### src/rtl/hazard_ctrl_if.sv
`default_nettype none
// ============================================================================
// Module      : hazard_ctrl_if
// Description : Bundle of pipeline-stage hazard information into the hazard
//               controller and the stall/flush/forward controls it returns.
//               master - pipeline side (drives register indices and status)
//               slave  - hazard controller side
// Revision    : 1.0 - initial release
// ============================================================================
interface hazard_ctrl_if #(
  parameter int REG_W = 5
);
  // Register indices and status from D/E/M/W
  logic [REG_W-1:0] rs1_d;
  logic [REG_W-1:0] rs2_d;
  logic [REG_W-1:0] rs1_e;
  logic [REG_W-1:0] rs2_e;
  logic [REG_W-1:0] rd_e;
  logic             load_e;
  logic [REG_W-1:0] rd_m;
  logic             reg_write_m;
  logic [REG_W-1:0] rd_w;
  logic             reg_write_w;
  logic             pc_src_e;
  logic             mc_start_e;
  logic             mem_req_m;
  logic             mem_ready;
  // Controls back to the pipeline
  logic [1:0]       forward_a_e;
  logic [1:0]       forward_b_e;
  logic             stall_f;
  logic             stall_d;
  logic             stall_e;
  logic             stall_m;
  logic             flush_d;
  logic             flush_e;
  logic             flush_m;
  logic             flush_w;
  logic             mc_done;

  modport master (
    output rs1_d, rs2_d, rs1_e, rs2_e, rd_e, load_e, rd_m, reg_write_m,
           rd_w, reg_write_w, pc_src_e, mc_start_e, mem_req_m, mem_ready,
    input  forward_a_e, forward_b_e, stall_f, stall_d, stall_e, stall_m,
           flush_d, flush_e, flush_m, flush_w, mc_done
  );

  modport slave (
    input  rs1_d, rs2_d, rs1_e, rs2_e, rd_e, load_e, rd_m, reg_write_m,
           rd_w, reg_write_w, pc_src_e, mc_start_e, mem_req_m, mem_ready,
    output forward_a_e, forward_b_e, stall_f, stall_d, stall_e, stall_m,
           flush_d, flush_e, flush_m, flush_w, mc_done
  );
endinterface
`default_nettype wire

### src/rtl/hazard_ctrl.sv
`default_nettype none
// ============================================================================
// Module      : hazard_ctrl
// Description : Hazard controller for the 5-stage core. Produces operand
//               forwarding selects for EX, per-stage stall/flush for
//               load-use, taken branch/jump, multi-cycle EX ops and data
//               memory wait, and a one-shot pipeline flush after reset.
// Ports       : clk  - core clock
//               rstn - asynchronous active-low reset
//               hz   - hazard_ctrl_if.slave (stage info in, controls out)
// Revision    : 1.0 - initial release
// ============================================================================
module hazard_ctrl #(
  parameter int MC_LATENCY = 4,   // cycles a multi-cycle op spends in EX (2..15)
  parameter int REG_W      = 5
) (
  input  logic         clk,
  input  logic         rstn,
  hazard_ctrl_if.slave hz
);

  localparam logic [REG_W-1:0] X0       = '0;
  localparam logic [3:0]       LAST_CNT = 4'(MC_LATENCY - 1);

  typedef enum logic [0:0] {
    IDLE = 1'b0,
    BUSY = 1'b1
  } state_t;

  state_t     state_q, state_d;
  logic [3:0] cnt_q, cnt_d;
  logic       rst_flush_q;

  logic [1:0] fwd_a, fwd_b;
  logic       lw_stall;
  logic       mem_stall;
  logic       last;
  logic       mc_stall;
  logic       stall_e_int;

  // Forwarding: the younger producer in M wins over W; x0 is never forwarded.
  always_comb begin
    fwd_a = 2'b00;
    if (hz.reg_write_m && (hz.rd_m != X0) && (hz.rd_m == hz.rs1_e))
      fwd_a = 2'b10;
    else if (hz.reg_write_w && (hz.rd_w != X0) && (hz.rd_w == hz.rs1_e))
      fwd_a = 2'b01;

    fwd_b = 2'b00;
    if (hz.reg_write_m && (hz.rd_m != X0) && (hz.rd_m == hz.rs2_e))
      fwd_b = 2'b10;
    else if (hz.reg_write_w && (hz.rd_w != X0) && (hz.rd_w == hz.rs2_e))
      fwd_b = 2'b01;
  end

  assign lw_stall  = hz.load_e && (hz.rd_e != X0) &&
                     ((hz.rd_e == hz.rs1_d) || (hz.rd_e == hz.rs2_d));
  assign mem_stall = hz.mem_req_m && !hz.mem_ready;

  assign last        = (state_q == BUSY) && (cnt_q == LAST_CNT);
  assign mc_stall    = ((state_q == IDLE) && hz.mc_start_e) ||
                       ((state_q == BUSY) && !last);
  assign stall_e_int = mc_stall || mem_stall;

  // Occupancy FSM. The IDLE cycle that sees mc_start_e counts as the first
  // EX cycle, so BUSY runs cnt = 1..MC_LATENCY-1. A memory stall freezes the
  // whole pipeline, including this counter.
  always_comb begin
    state_d = state_q;
    cnt_d   = cnt_q;
    case (state_q)
      IDLE: begin
        if (hz.mc_start_e && !mem_stall) begin
          state_d = BUSY;
          cnt_d   = 4'd1;
        end
      end
      BUSY: begin
        if (!mem_stall) begin
          if (last) begin
            state_d = IDLE;
            cnt_d   = 4'd0;
          end else begin
            cnt_d   = cnt_q + 4'd1;
          end
        end
      end
      default: begin
        state_d = IDLE;
        cnt_d   = 4'd0;
      end
    endcase
  end

  always_ff @(posedge clk or negedge rstn) begin
    if (!rstn) begin
      state_q     <= IDLE;
      cnt_q       <= 4'd0;
      rst_flush_q <= 1'b1;
    end else begin
      state_q     <= state_d;
      cnt_q       <= cnt_d;
      rst_flush_q <= 1'b0;
    end
  end

  assign hz.forward_a_e = fwd_a;
  assign hz.forward_b_e = fwd_b;

  assign hz.stall_f = lw_stall || stall_e_int;
  assign hz.stall_d = lw_stall || stall_e_int;
  assign hz.stall_e = stall_e_int;
  assign hz.stall_m = mem_stall;

  // A redirect or load bubble held in E by a stall is deferred until E moves.
  assign hz.flush_d = (hz.pc_src_e && !stall_e_int) || rst_flush_q;
  assign hz.flush_e = ((lw_stall || hz.pc_src_e) && !stall_e_int) || rst_flush_q;
  assign hz.flush_m = mc_stall && !mem_stall;
  assign hz.flush_w = mem_stall;

  assign hz.mc_done = last && !mem_stall;

endmodule
`default_nettype wire

### src/flat_wrapper.sv
// flat-port wrapper written by rule: the top's interface ports become plain ports
module hazard_ctrl_flat 
#(
  parameter int MC_LATENCY = 4,                                                  
  parameter int REG_W      = 5
)
  (clk, rstn, hz_rs1_d, hz_rs2_d, hz_rs1_e, hz_rs2_e, hz_rd_e, hz_load_e, hz_rd_m, hz_reg_write_m, hz_rd_w, hz_reg_write_w, hz_pc_src_e, hz_mc_start_e, hz_mem_req_m, hz_mem_ready, hz_forward_a_e, hz_forward_b_e, hz_stall_f, hz_stall_d, hz_stall_e, hz_stall_m, hz_flush_d, hz_flush_e, hz_flush_m, hz_flush_w, hz_mc_done);
  hazard_ctrl_if #(.REG_W(REG_W)) hz_i ();
  input  logic clk;
  input  logic rstn;
  input wire logic [$bits(hz_i.rs1_d)-1:0] hz_rs1_d;
  input wire logic [$bits(hz_i.rs2_d)-1:0] hz_rs2_d;
  input wire logic [$bits(hz_i.rs1_e)-1:0] hz_rs1_e;
  input wire logic [$bits(hz_i.rs2_e)-1:0] hz_rs2_e;
  input wire logic [$bits(hz_i.rd_e)-1:0] hz_rd_e;
  input wire logic [$bits(hz_i.load_e)-1:0] hz_load_e;
  input wire logic [$bits(hz_i.rd_m)-1:0] hz_rd_m;
  input wire logic [$bits(hz_i.reg_write_m)-1:0] hz_reg_write_m;
  input wire logic [$bits(hz_i.rd_w)-1:0] hz_rd_w;
  input wire logic [$bits(hz_i.reg_write_w)-1:0] hz_reg_write_w;
  input wire logic [$bits(hz_i.pc_src_e)-1:0] hz_pc_src_e;
  input wire logic [$bits(hz_i.mc_start_e)-1:0] hz_mc_start_e;
  input wire logic [$bits(hz_i.mem_req_m)-1:0] hz_mem_req_m;
  input wire logic [$bits(hz_i.mem_ready)-1:0] hz_mem_ready;
  output wire logic [$bits(hz_i.forward_a_e)-1:0] hz_forward_a_e;
  output wire logic [$bits(hz_i.forward_b_e)-1:0] hz_forward_b_e;
  output wire logic [$bits(hz_i.stall_f)-1:0] hz_stall_f;
  output wire logic [$bits(hz_i.stall_d)-1:0] hz_stall_d;
  output wire logic [$bits(hz_i.stall_e)-1:0] hz_stall_e;
  output wire logic [$bits(hz_i.stall_m)-1:0] hz_stall_m;
  output wire logic [$bits(hz_i.flush_d)-1:0] hz_flush_d;
  output wire logic [$bits(hz_i.flush_e)-1:0] hz_flush_e;
  output wire logic [$bits(hz_i.flush_m)-1:0] hz_flush_m;
  output wire logic [$bits(hz_i.flush_w)-1:0] hz_flush_w;
  output wire logic [$bits(hz_i.mc_done)-1:0] hz_mc_done;
  assign hz_i.rs1_d = hz_rs1_d;
  assign hz_i.rs2_d = hz_rs2_d;
  assign hz_i.rs1_e = hz_rs1_e;
  assign hz_i.rs2_e = hz_rs2_e;
  assign hz_i.rd_e = hz_rd_e;
  assign hz_i.load_e = hz_load_e;
  assign hz_i.rd_m = hz_rd_m;
  assign hz_i.reg_write_m = hz_reg_write_m;
  assign hz_i.rd_w = hz_rd_w;
  assign hz_i.reg_write_w = hz_reg_write_w;
  assign hz_i.pc_src_e = hz_pc_src_e;
  assign hz_i.mc_start_e = hz_mc_start_e;
  assign hz_i.mem_req_m = hz_mem_req_m;
  assign hz_i.mem_ready = hz_mem_ready;
  assign hz_forward_a_e = hz_i.forward_a_e;
  assign hz_forward_b_e = hz_i.forward_b_e;
  assign hz_stall_f = hz_i.stall_f;
  assign hz_stall_d = hz_i.stall_d;
  assign hz_stall_e = hz_i.stall_e;
  assign hz_stall_m = hz_i.stall_m;
  assign hz_flush_d = hz_i.flush_d;
  assign hz_flush_e = hz_i.flush_e;
  assign hz_flush_m = hz_i.flush_m;
  assign hz_flush_w = hz_i.flush_w;
  assign hz_mc_done = hz_i.mc_done;
  hazard_ctrl #(.MC_LATENCY(MC_LATENCY), .REG_W(REG_W)) u_core (.clk(clk), .rstn(rstn), .hz(hz_i));
endmodule
### config.mk
export PLATFORM = sky130hd
export DESIGN_NAME = hazard_ctrl_flat
export DESIGN_NICKNAME = d
export VERILOG_FILES = /design/src/rtl/hazard_ctrl_if.sv /design/src/rtl/hazard_ctrl.sv /design/src/flat_wrapper.sv
export SDC_FILE = /design/constraint.sdc
export NUM_CORES = 1
export LEC_CHECK = 0
export CORE_ASPECT_RATIO = 1.25
export CORE_MARGIN = 2
export CORE_UTILIZATION = 34
export CTS_CLUSTER_SIZE = 24
export DETAILED_ROUTE_END_ITERATION = 10
export PLACE_DENSITY = 0.9
export SLEW_MARGIN = 20
export SYNTH_ARGS = -nofsm -noshare
export SYNTH_HDL_FRONTEND = slang
export SYNTH_SLANG_ARGS = --single-unit
### constraint.sdc
create_clock -name clk -period 1.9 [get_ports clk]
set_input_delay 0.285 -clock clk [delete_from_list [all_inputs] [get_ports clk]]
set_output_delay 0.285 -clock clk [all_outputs]
set_load 0.01 [all_outputs]
==> results.yml <==
status:
  status: "complete, but fails checks"
  violations: "setup timing"
synthesis:
  synth_cells: 92
  synthFlopType: "dfrtp_1"
  ys_ff_latch: 6
  synth_edf_count: 0
  yosys.area.top_type: "xor2_1"
  yosysMostFrequentCell: "xor2_1"
  ys_types: 32
  synth_area_leaders: "xor2_1, dfrtp_1, xnor2_1"
  ys_warn_count: 0
  yosys-top-cells-count: "xor2_1, nor2_1, xnor2_1"
  syn_nets: 137
  ys_seq_area_frac: 0.199
  synthArstFlopShare: 1.00
  synth.avg_cell_area_um2: 8.26
  syn_area_um2: 759
  synthDominantCellAreaShare: 0.277
setup_path:
  critPathKind: "reg -> out"
  arrival_ns: 1.75
  end_kind: "primary output"
  worstSetupStartpointType: "register"
  rrSetupSlack_ns: 0.56
  crit_required_ns: 1.62
  crit_fanout: 4
clocking:
  cts.path.max_buffers: 2
  cts_hold_buf: 0
  cts_root_buf: "clkbuf_4"
  clock_sinks: 6
  ctsHtreeMaxLevel: 1
  clk_latency_ns: 0.25
  path_clk_slew_ns: 0.06
  tritoncts: "built"
  cts_buffers: 3
detailed_routing:
  wl_met3_um: 327
  drtIter0Drc: 3
  top_layer: "met4"
  vias_per_cell: 4.91
  wire_per_inst_um: 15.3
  drtPass1Iterations: 4
  m1WireLength_um: 940
  drc: 0
  wirelength_mm: 3.23
  dr_total_vias: 1035
  wl_met2_mm: 1.91
  ant_nets: 0
pwr:
  internal_power_mw: 0.607
  p_seq_frac: 0.191
  p_leak_nw: 0.763
  power.density_nw_per_um2: 591
  vdd_drop_max_mv: 0.619
  power_switching_share: 0.382
  total_power_mw: 0.982
  switchingPower_mw: 0.375
  clockPowerShare: 0.135
  p_comb_frac: 0.674
worst_hold_path:
  min_path_type: "in -> async"
floorplan:
  die_w_um: 46.3
  initial_core_util: 0.351
  io_pins: 57
  core_um2: 2160
  die_y_um: 56.8
  num_rows: 19
  die-area_um2: 2630
sta:
  maxSlewViolCount: 0
  final.period_utilization: 1.07
  hold_ws_ns: 0.265
  hold_viol: 0
  fin_crit_ns: 2.03
  rsz0062_at_grt: "true"
  fmax_mhz: 492
  tns_ns: -0.340
  finClkSkew_ns: 0.0163
  worst_slack_ns: -0.133
  finalSetupViolCount: 6
layout:
  fin_area_um2: 1660
  num-nets-final: 226
  drive_gt1_frac: 0.444
  syn2layout_area_growth_pct: 119
  fill_cells: 143
  fin_util: 0.767
  final_cells: 211
  antenna_cells: 0
grt:
  antenna_found_initial: 0
  grt_max_degree: 8
  grt_pass1_vias: 1131
  gr-total-overflow: 0
  grt_pass1_wl_mm: 4.68
  grt_usage: 0.250
placement:
  place_area_um2: 1530
  placed_cells: 201
  gp_congestion: 0.750
  portBuffers: 56
  dpl.hpwl_mm: 2.55
  preCtsSetupSlack_ns: -0.827
job:
  maxCapViolCount: 0
cells by family after synthesis:
| group | count (synthesis) | share of synthesized area |
|---|---|---|
| adders and majority gates | 1 | 0.0165 |
| buffers and inverters | 8 | 0.0494 |
| and+or+nand+nor | 29 | 0.237 |
| AOI/OAI and AO/OA | 17 | 0.147 |
| other | 1 | 0.00494 |
| xor gates and xnor gates | 30 | 0.346 |
| DFF | 6 | 0.199 |
final timing paths:
check	startpoint	endpoint	cells after the start
setup / recovery	u_core.cnt_q[0]	hz_flush_e	6
hold / removal	rstn	u_core.cnt_q[0]	1
setup reg to reg	u_core.state_q	u_core.cnt_q[0]	4
hold reg to reg	u_core.cnt_q[3]	u_core.cnt_q[3]	2
max in group asynchronous	rstn	u_core.rst_flush_q	1
min in group clk	u_core.cnt_q[3]	u_core.cnt_q[3]	2
final cells by class:
type                    count  area [µm²]  area share
multi-input cells          78         678       0.408
inverters                   4        15.0     0.00904
well taps                  31        38.8      0.0234
repair buffers             88         751       0.452
flip-flops and latches      6         151      0.0912
clock buffers               4        26.3      0.0158
critical path, stage by stage, from the launching register on:
cell	delay, ns
dfrtp_1	0.40
ha_2	0.21
and4bb_2	0.25
o21a_4	0.22
a21oi_2	0.18
o31ai_1	0.09
buf_2	0.15
power by group through the flow:
stage | clock network [mW] | registers [mW] | logic [mW]
after floorplan | 0 | 0.181 | 0.249
after global placement | 0 | 0.180 | 0.577
after detailed placement | 0 | 0.185 | 0.610
after CTS | 0.133 | 0.184 | 0.608
after global routing | 0.149 | 0.187 | 0.716
final | 0.133 | 0.187 | 0.662
placed cells by master (no fill, tap or decap), types with 3 or more instances in the layout:
master           netlist  layout
xor2_1                24      24
inv_1                  4       3
nor2_1                 6       6
clkdlybuf4s15_2        0       3
buf_6                  0       8
o21ai_0                5       3
clkdlybuf4s50_1        0      23
or4_4                  0       4
buf_4                  2      27
clkbuf_4               0       3
dfrtp_1                5       5
clkdlybuf4s15_1        0       3
dlygate4sd2_1          0       7
xnor2_1                6       5
buf_2                  0      13
sequential cells by signal, indices dropped and copies added, names as in the netlist:
| register | count |
|---|---|
| u_core.cnt_q | 4 |
| u_core.state_q | 1 |
| u_core.rst_flush_q | 1 |
layer usage:
metal	vias up	track usage
li1	498	-
met1	474	0.178
met2	59	0.520
met3	4	0.0772
met4	0	0.102
met5	-	0
timing repair:
item                       4_1_cts  5_1_grt
hold endpoints to repair         0        0
pin swaps                       12        4
buffers inserted                 5        1
cloned                           0        0
gates resized for setup        123       10
setup endpoints to repair       13       10
(Power assumes the default switching activity.)
